**src/rtl/ps2_command_out.sv**
```systemverilog
// PS/2 host-to-device command transmitter: inhibit, request-to-send, ten host-driven
// bits on device clock falling edges, then ACK check and wait for idle lines.
module ps2_command_out #(
  parameter int INHIBIT_CYCLES = 6000,
  parameter int START_TIMEOUT  = 750000,
  parameter int XFER_TIMEOUT   = 100000
) (
  input  logic       CLOCK_50,
  input  logic       reset_n,
  input  logic       send,
  input  logic [7:0] command,
  input  logic       PS2_CLK,
  input  logic       PS2_DAT,
  output logic       ps2_clk_oe,
  output logic       ps2_dat_oe,
  output logic       busy,
  output logic       done,
  output logic       error
);

  // state     | meaning
  // IDLE      | lines released, waiting for send
  // INHIBIT   | host holds clock low; data pulled low in the final cycle
  // REQ       | clock released, start bit on data, waiting for first device edge
  // DATA      | driving data bits, parity and stop on device falling edges
  // ACK       | stop bit released, waiting for edge 11 to sample device ACK
  // WAIT_IDLE | ACK seen, waiting for both lines high
  typedef enum logic [2:0] {IDLE, INHIBIT, REQ, DATA, ACK, WAIT_IDLE} state_t;

  localparam int MAX_AB = (INHIBIT_CYCLES > START_TIMEOUT) ? INHIBIT_CYCLES : START_TIMEOUT;
  localparam int MAX_P  = (MAX_AB > XFER_TIMEOUT) ? MAX_AB : XFER_TIMEOUT;
  localparam int CW     = $clog2(MAX_P + 1);

  localparam logic [CW-1:0] INH_LOAD   = CW'(INHIBIT_CYCLES - 1);
  localparam logic [CW-1:0] START_LOAD = CW'(START_TIMEOUT - 1);
  localparam logic [CW-1:0] XFER_LOAD  = CW'(XFER_TIMEOUT - 1);

  state_t        state;
  logic [CW-1:0] timer;
  logic [3:0]    bit_cnt;
  logic [7:0]    cmd;
  logic          parity;

  logic clk_meta, clk_sync, clk_prev;
  logic dat_meta, dat_sync;
  logic clk_fall;

  // Synchronisers idle high so reset never fabricates a falling edge.
  always_ff @(posedge CLOCK_50 or negedge reset_n) begin
    if (!reset_n) begin
      clk_meta <= 1'b1;
      clk_sync <= 1'b1;
      clk_prev <= 1'b1;
      dat_meta <= 1'b1;
      dat_sync <= 1'b1;
    end else begin
      clk_meta <= PS2_CLK;
      clk_sync <= clk_meta;
      clk_prev <= clk_sync;
      dat_meta <= PS2_DAT;
      dat_sync <= dat_meta;
    end
  end

  assign clk_fall = clk_prev & ~clk_sync;

  always_ff @(posedge CLOCK_50 or negedge reset_n) begin
    if (!reset_n) begin
      state      <= IDLE;
      timer      <= '0;
      bit_cnt    <= '0;
      cmd        <= '0;
      parity     <= 1'b0;
      ps2_clk_oe <= 1'b0;
      ps2_dat_oe <= 1'b0;
      busy       <= 1'b0;
      done       <= 1'b0;
      error      <= 1'b0;
    end else begin
      done  <= 1'b0;
      error <= 1'b0;
      case (state)
        IDLE: begin
          ps2_clk_oe <= 1'b0;
          ps2_dat_oe <= 1'b0;
          busy       <= 1'b0;
          // busy is still high in the done/error cycle, so a send there is dropped
          if (send && !busy) begin
            cmd        <= command;
            parity     <= ~^command;
            timer      <= INH_LOAD;
            busy       <= 1'b1;
            ps2_clk_oe <= 1'b1;
            ps2_dat_oe <= (INHIBIT_CYCLES == 1);
            state      <= INHIBIT;
          end
        end
        INHIBIT: begin
          if (timer == '0) begin
            ps2_clk_oe <= 1'b0;
            ps2_dat_oe <= 1'b1;
            timer      <= START_LOAD;
            state      <= REQ;
          end else begin
            timer <= timer - 1'b1;
            if (timer == CW'(1)) ps2_dat_oe <= 1'b1;
          end
        end
        REQ: begin
          if (clk_fall) begin
            bit_cnt    <= 4'd1;
            ps2_dat_oe <= ~cmd[0];
            timer      <= XFER_LOAD;
            state      <= DATA;
          end else if (timer == '0) begin
            error      <= 1'b1;
            ps2_clk_oe <= 1'b0;
            ps2_dat_oe <= 1'b0;
            state      <= IDLE;
          end else begin
            timer <= timer - 1'b1;
          end
        end
        DATA: begin
          if (timer == '0) begin
            error      <= 1'b1;
            ps2_clk_oe <= 1'b0;
            ps2_dat_oe <= 1'b0;
            state      <= IDLE;
          end else begin
            timer <= timer - 1'b1;
            if (clk_fall) begin
              bit_cnt <= bit_cnt + 4'd1;
              if (bit_cnt < 4'd8) begin
                ps2_dat_oe <= ~cmd[bit_cnt[2:0]];
              end else if (bit_cnt == 4'd8) begin
                ps2_dat_oe <= ~parity;
              end else begin
                ps2_dat_oe <= 1'b0;
                state      <= ACK;
              end
            end
          end
        end
        ACK: begin
          if (timer == '0) begin
            error      <= 1'b1;
            ps2_clk_oe <= 1'b0;
            ps2_dat_oe <= 1'b0;
            state      <= IDLE;
          end else begin
            timer <= timer - 1'b1;
            if (clk_fall) begin
              if (!dat_sync) begin
                bit_cnt <= bit_cnt + 4'd1;
                state   <= WAIT_IDLE;
              end else begin
                error      <= 1'b1;
                ps2_clk_oe <= 1'b0;
                ps2_dat_oe <= 1'b0;
                state      <= IDLE;
              end
            end
          end
        end
        WAIT_IDLE: begin
          if (timer == '0) begin
            error      <= 1'b1;
            ps2_clk_oe <= 1'b0;
            ps2_dat_oe <= 1'b0;
            state      <= IDLE;
          end else if (clk_sync && dat_sync) begin
            done  <= 1'b1;
            state <= IDLE;
          end else begin
            timer <= timer - 1'b1;
          end
        end
        default: begin
          ps2_clk_oe <= 1'b0;
          ps2_dat_oe <= 1'b0;
          state      <= IDLE;
        end
      endcase
    end
  end

endmodule

```
**config.mk**
```make
export PLATFORM = sky130hd
export DESIGN_NAME = ps2_command_out
export DESIGN_NICKNAME = d
export VERILOG_FILES = /design/src/rtl/ps2_command_out.sv
export SDC_FILE = /design/constraint.sdc
export NUM_CORES = 1
export LEC_CHECK = 0
export ABC_CLOCK_PERIOD_IN_PS = 2800
export BUFFER_PORTS_ARGS = -buffer_cell sky130_fd_sc_hd__buf_4
export CORE_AREA = 2 2 76 78
export DETAILED_ROUTE_END_ITERATION = 12
export DIE_AREA = 0 0 78 80
export PLACE_DENSITY_LB_ADDON = 0.1
export SLEW_MARGIN = 20
export SYNTH_ARGS = -nofsm -noshare
export SYNTH_HDL_FRONTEND = slang
export SYNTH_SLANG_ARGS = --single-unit
```
**constraint.sdc**
```tcl
create_clock -name CLOCK_50 -period 2.8 [get_ports CLOCK_50]
set_input_delay 0.14 -clock CLOCK_50 [delete_from_list [all_inputs] [get_ports CLOCK_50]]
set_output_delay 0.14 -clock CLOCK_50 [all_outputs]
set_load 0.005 [all_outputs]
```
* After elaboration in Yosys (flattened, before gate mapping)
Index checks and enable logic that the tools add are counted.
** Cells by class
- $mul :: 0
- Multiplexer cells :: 55
- $lt $le $gt $ge :: 2
- Bitwise operators :: 5
- Add/sub/neg operators :: 2
- Shifts and indexed selects :: 0
- Equality and inequality tests :: 26
- Divide/modulo/power cells :: 0
- Reduce and logical (&&, ||, !) cells :: 17
** Operators by type and width (number)
- 20-bit two-way mux :: 6
- 20-bit case mux with 5 select lines :: 1
- 3-bit two-way mux :: 13
- 4-bit two-way mux :: 6
- 3-bit inequality test (second input constant) :: 8
- 1-bit two-way mux :: 23
- 2-bit inequality test (second input constant) :: 11
- 20-bit by 1-bit == test with 1-bit output (second input constant) :: 1
- 20-bit zero test :: 1
- 20-bit by 1-bit subtractor with 20-bit output (second input constant) :: 1
- 3-bit case mux with 6 select lines :: 1
- 4-bit case mux with 3 select lines :: 1
- 4-bit AND reduction :: 2
- 8-bit AND reduction :: 1
- 8-bit XNOR reduction :: 1
- 7-bit AND reduction :: 1
- 3-bit by 2-bit == test with 1-bit output (second input constant) :: 2
- 3-bit == test (second input constant) :: 2
- 1-bit case mux with 5 select lines :: 1
- 5-bit nonzero test :: 1
- 4-bit by 1-bit adder with 4-bit output (second input constant) :: 1
- 4-bit == test (second input constant) :: 1
- 3-bit by 4-bit < comparator with 1-bit output (second input constant) :: 1
- 4-bit < comparator (second input constant) :: 1
- other kinds (14) :: 19
** Storage, ports and cells
- Bits in registers :: 46
- Input port bits :: 13
- Memories kept :: 0
- RAM bits :: 0
- ROM bits :: 0
- Latch bits :: 0

* Longest topological paths before layout
- Depth in word-level cells :: 7
- Depth in mapped cells :: 11
- Depth with buffers taken out :: 10

* Worst setup path before layout
Ideal clock, no wire load.
- Kind :: reg-to-reg
- Start :: reg timer[12]
- End :: reg timer[0]
- Library setup time :: 138 ps
- Setup slack :: 458 ps
- Cell stages (with the launch flop) :: 10
- Arrival :: 2204 ps
- Data required time :: 2662 ps
- Path through :: dfrtp_1 nor4_1 and4b_1 clkbuf_1 nand2_1 ha_1 nand3b_1 a21oi_1 a2111oi_0 a21oi_1
** Between the ends
- Word-level cells in the longest chain between the ends :: 4
- Elaborated cells between the ends (all ways) :: 7
- Classes of those cells :: 1 x eq/ne; 4 x mux; 2 x reduce/logical
** Ends and longest elaborated chain
- start: declaration :: line 39 : logic [CW-1:0] timer;
- start signal: assignment :: line 105 : timer <= timer - 1'b1;
- start signal: assignment :: line 121 : timer <= timer - 1'b1;
- start signal: assignment :: line 131 : timer <= timer - 1'b1;
- 20-bit zero test (*)
- 20-bit two-way mux (2 in a row)
- 20-bit case mux with 5 select lines :: line 82 : case (state)
Mark *: on every way between the ends. The rest lies on a longest branch, timed or not.
A chain may end at the register's enable or synchronous reset.

* Worst setup path after layout
- Start :: reg state[0]
- End :: reg timer[9]
** Between the ends
- Word-level cells in the longest chain between the ends :: 4
- Elaborated cells between the ends (all ways) :: 13
- Classes of those cells :: 8 x eq/ne; 1 x mux; 4 x reduce/logical
** Ends and longest elaborated chain
- start: declaration :: line 38 : state_t state;
- start signal: assignment :: line 69 : state <= IDLE;
- start signal: assignment :: line 95 : state <= INHIBIT;
- start signal: assignment :: line 103 : state <= REQ;
- 3-bit == test or 3-bit by 2-bit == test with 1-bit output (tied branches) :: line 82
- 2-bit OR reduction (no line)
- 5-bit nonzero test (no line)
- 4-bit AND reduction (no line)
Several ways; a longest one is shown, not always the timed one.

==> results by group <==
Floorplanning
  – Initial core utilization: 0.583
  – Die X-Extent: 78 um
  – Cell Rows: 27
  – Core ar.: 5410 um^2
  – IO Pins: 18
  – Die area: 6240 um^2
  – Die height: 80 um

Detailed routing
  – WL/cell: 20.6 um
  – Routed wire length: 9.48 mm
  – Initial drt markers: 311
  – Via density: 6.82
  – Residual DRC: 0
  – Via count: 3,143
  – Final antenna-violating net count: 0
  – Router iterations before antenna repair: 5

Power
  – Seq pwr share: 0.548
  – Pint: 0.959 mW
  – Net load switching power: 0.271 mW
  – Clock power share: 0.408
  – Comb power frac: 0.044
  – Max IR drop VDD: 0.267 mV
  – Tot Pwr: 1.23 mW
  – Pwr dens: 337 nW/um^2
  – Switching Share: 0.220
  – LEAKAGE: 1.48 nW

Setup path
  – WP data arrival: 2.82 ns
  – Critical path, cell by cell: nor2b_1 -> a211oi_2 -> a31oi_1 -> a31oi_1 -> o22a_1
  – Crit-path most repeated cell: a31oi_1
  – FF-to-FF setup slack: 0.19 ns
  – WP data required: 3.01 ns
  – Worst Setup End Kind: register
  – CP max stage delay: 0.82 ns
  – Startpoint Class: register
  – CP max FO: 15
  – CP Class: reg2reg
  – Critical-path top delay cell: a31oi_1
  – Worst R2R Path Depth: 5
  – Worst r2r src: state[0]
  – Worst R2R End: timer[9]

Cells and area
  – Antenna cells: 0
  – Fillers: 453
  – Register area: 1160 um^2
  – Most common cell after layout, fill and taps aside: buf_4
  – Most frequent cells in the layout: buf_4 (47), dfrtp_1 (41), nand2_1 (26)
  – Ratio of cells with drive above 1 in the final layout: 0.221
  – Layout Area Growth over Synthesis: 15.7%
  – Non-filler cells, final: 461
  – Area occupied by multi-input gates: 1850 um^2
  – Nets: 408

Global route
  – Initial antenna violation count: 0
  – Overall global routing resource usage: 0.317
  – First-pass GRT wire length: 15.1 mm
  – Largest net degree at the start of global routing: 47
  – Total grt overflow: 0
  – Number of global-route vias before repair: 2,984

STA
  – Worst Tran Pin Value: 1.10 ns
  – Relative max-transition margin: 0.265
  – Setup TNS: 0 ns
  – Period utilization: 0.932
  – Setup-failing EPs final: 0
  – Post-route setup slack: 0.189 ns
  – Worst hold slack: 0.0733 ns
  – Slew Limit Fails: 0
  – Fin. Hold Viols: 0
  – Clock Skew: 0.0118 ns
  – Fmax: 0.383 GHz
  – RSZ-0062 raised after global routing: false
  – Final Critical Period: 2.61 ns

Hold path
  – Worst hold path endpoint: cmd[4]
  – Min-Delay Path Depth: 2
  – Worst Hold Class: in2reg
  – Hold path start: command[4]

Placed design
  – GP Congestion: 0.973
  – Pre-CTS WS: 0.257 ns
  – IO buf count: 17
  – Placed Cells: 450
  – HPWL after DPL: 6.98 mm

Synthesis
  – Syn Area/Cell: 8.95 um^2
  – Syn Nets: 372
  – Mapped Area: 3150 um^2
  – Asr flop ratio synth: 1.00
  – #FFs+latches synth: 46
  – Yosys cell types: 70
  – Synthesized instance count: 352
  – Post-synthesis sequential area ratio: 0.367
  – Syn. warnings: 0
  – Post-synth EDFFs: 0
  – Most used flip-flop cell after synthesis: dfrtp_1

Clocking
  – Root buf cell: clkbuf_8
  – Clock sinks: 46
  – PostCTS Resize Cnt: 0
  – Max Root-Sink Buffers: 2
  – CTS tree: yes
  – Worst-path clk slew: 0.09 ns
  – Skew-Pair Late Insertion Delay: 0.32 ns
  – H-Tree Depth: 2
  – CTS Buf Count: 5

Outcome
  – Status: complete, no violations

Flow run
  – Max-cap violation count: 0
[layout make-up]
type                            instances  area share
Clock buffer                            5      0.0189
Clock inverter                          3      0.0110
Inverter                               16      0.0165
Multi-Input combinational cell        269       0.506
Sequential cell                        46       0.318
Tap cell                               72      0.0247
Timing Repair Buffer                   50       0.105
[sequential cells by signal, indices dropped and copies added (netlist names), 3 cells and up]
name	cells
bit_cnt	4
cmd	8
state	3
timer	20
[timing repair]
item	4_1_cts	5_1_grt
hold endpoints to repair	43	0
buffers inserted	0	0
hold buffers	3	0
[power by group through the flow]
stage	clock, mW	sequential [mW]	combinational [mW]
global placement	0	0.687	0.0496
finish	0.502	0.674	0.0538
CTS	0.502	0.674	0.0549
detailed placement	0	0.687	0.0514
global route	0.535	0.675	0.0607
floorplan	0	0.685	0.0214
[cells in the mapped netlist, types with 3 or more instances]
cell type	n	area share
a211oi_1	8	0.019
mux2_2	9	0.032
nand3_1	12	0.019
or4_1	4	0.0095
o21ai_0	18	0.029
a311oi_1	3	0.0083
dfrtp_1	41	0.33
nand2b_1	6	0.012
inv_1	16	0.019
a221oi_1	6	0.017
a21oi_1	24	0.038
o32ai_1	3	0.0083
buf_2	6	0.0095
nor2b_1	3	0.0060
nor2_1	21	0.025
nand2_1	26	0.031
buf_1	3	0.0036
o22a_1	4	0.011
xnor2_1	7	0.019
ha_1	7	0.028
o22ai_1	4	0.0079
nor4_1	7	0.014
nor3b_1	3	0.0071
a31oi_1	9	0.018
nor3_1	10	0.016
and3_1	5	0.0099
a21boi_0	3	0.0071
o31ai_1	3	0.0071
dfstp_2	5	0.042
clkbuf_1	11	0.013
or3b_2	3	0.0083
or3_1	3	0.0060
o211ai_1	10	0.024
[cells by family (layout without fill, tap and decap cells)]
logic type,Yosys count,in the layout,synth area share
flip-flops,46,46,0.367
multiplexers,13,13,0.0528
adder cells (fa/ha/maj),7,7,0.0278
XOR/XNOR,8,8,0.0222
AND/OR/NAND/NOR,119,119,0.210
AO/OA/AOI/OAI,122,122,0.273
buffers and inverters,37,74,0.0469
[layer usage]
layer,share of wire,global-route usage,vias to the layer above
met5,0,0,-
met4,0.036,0.151,0
met3,0.065,0.0611,36
met2,0.48,0.522,169
met1,0.41,0.404,1504
li1,-,-,1434
[critical path: cells and delay by family (launching register included)]
kind	cells	cell delay (ns)
DFF	1	0.64
AOI/OAI and AO/OA	4	1.36
and+or+nand+nor	1	0.50
[metrics by stage]
step,utilization,cell area (um^2)
after global placement,0.649,3510
final,0.674,3640
after detailed placement,0.649,3510
after floorplan,-,3150
after CTS,0.674,3640
after global routing,0.674,3640
[worst max-delay path by stage]
stage / from / to
3_5_place_dp: state[0] / timer[9]
2_1_floorplan: timer[12] / timer[0]
4_1_cts: state[0] / timer[9]
6_report: state[0] / timer[9]
5_1_grt: state[1] / timer[19]
3_3_place_gp: state[0] / timer[9]
(Power assumes the default switching activity.)
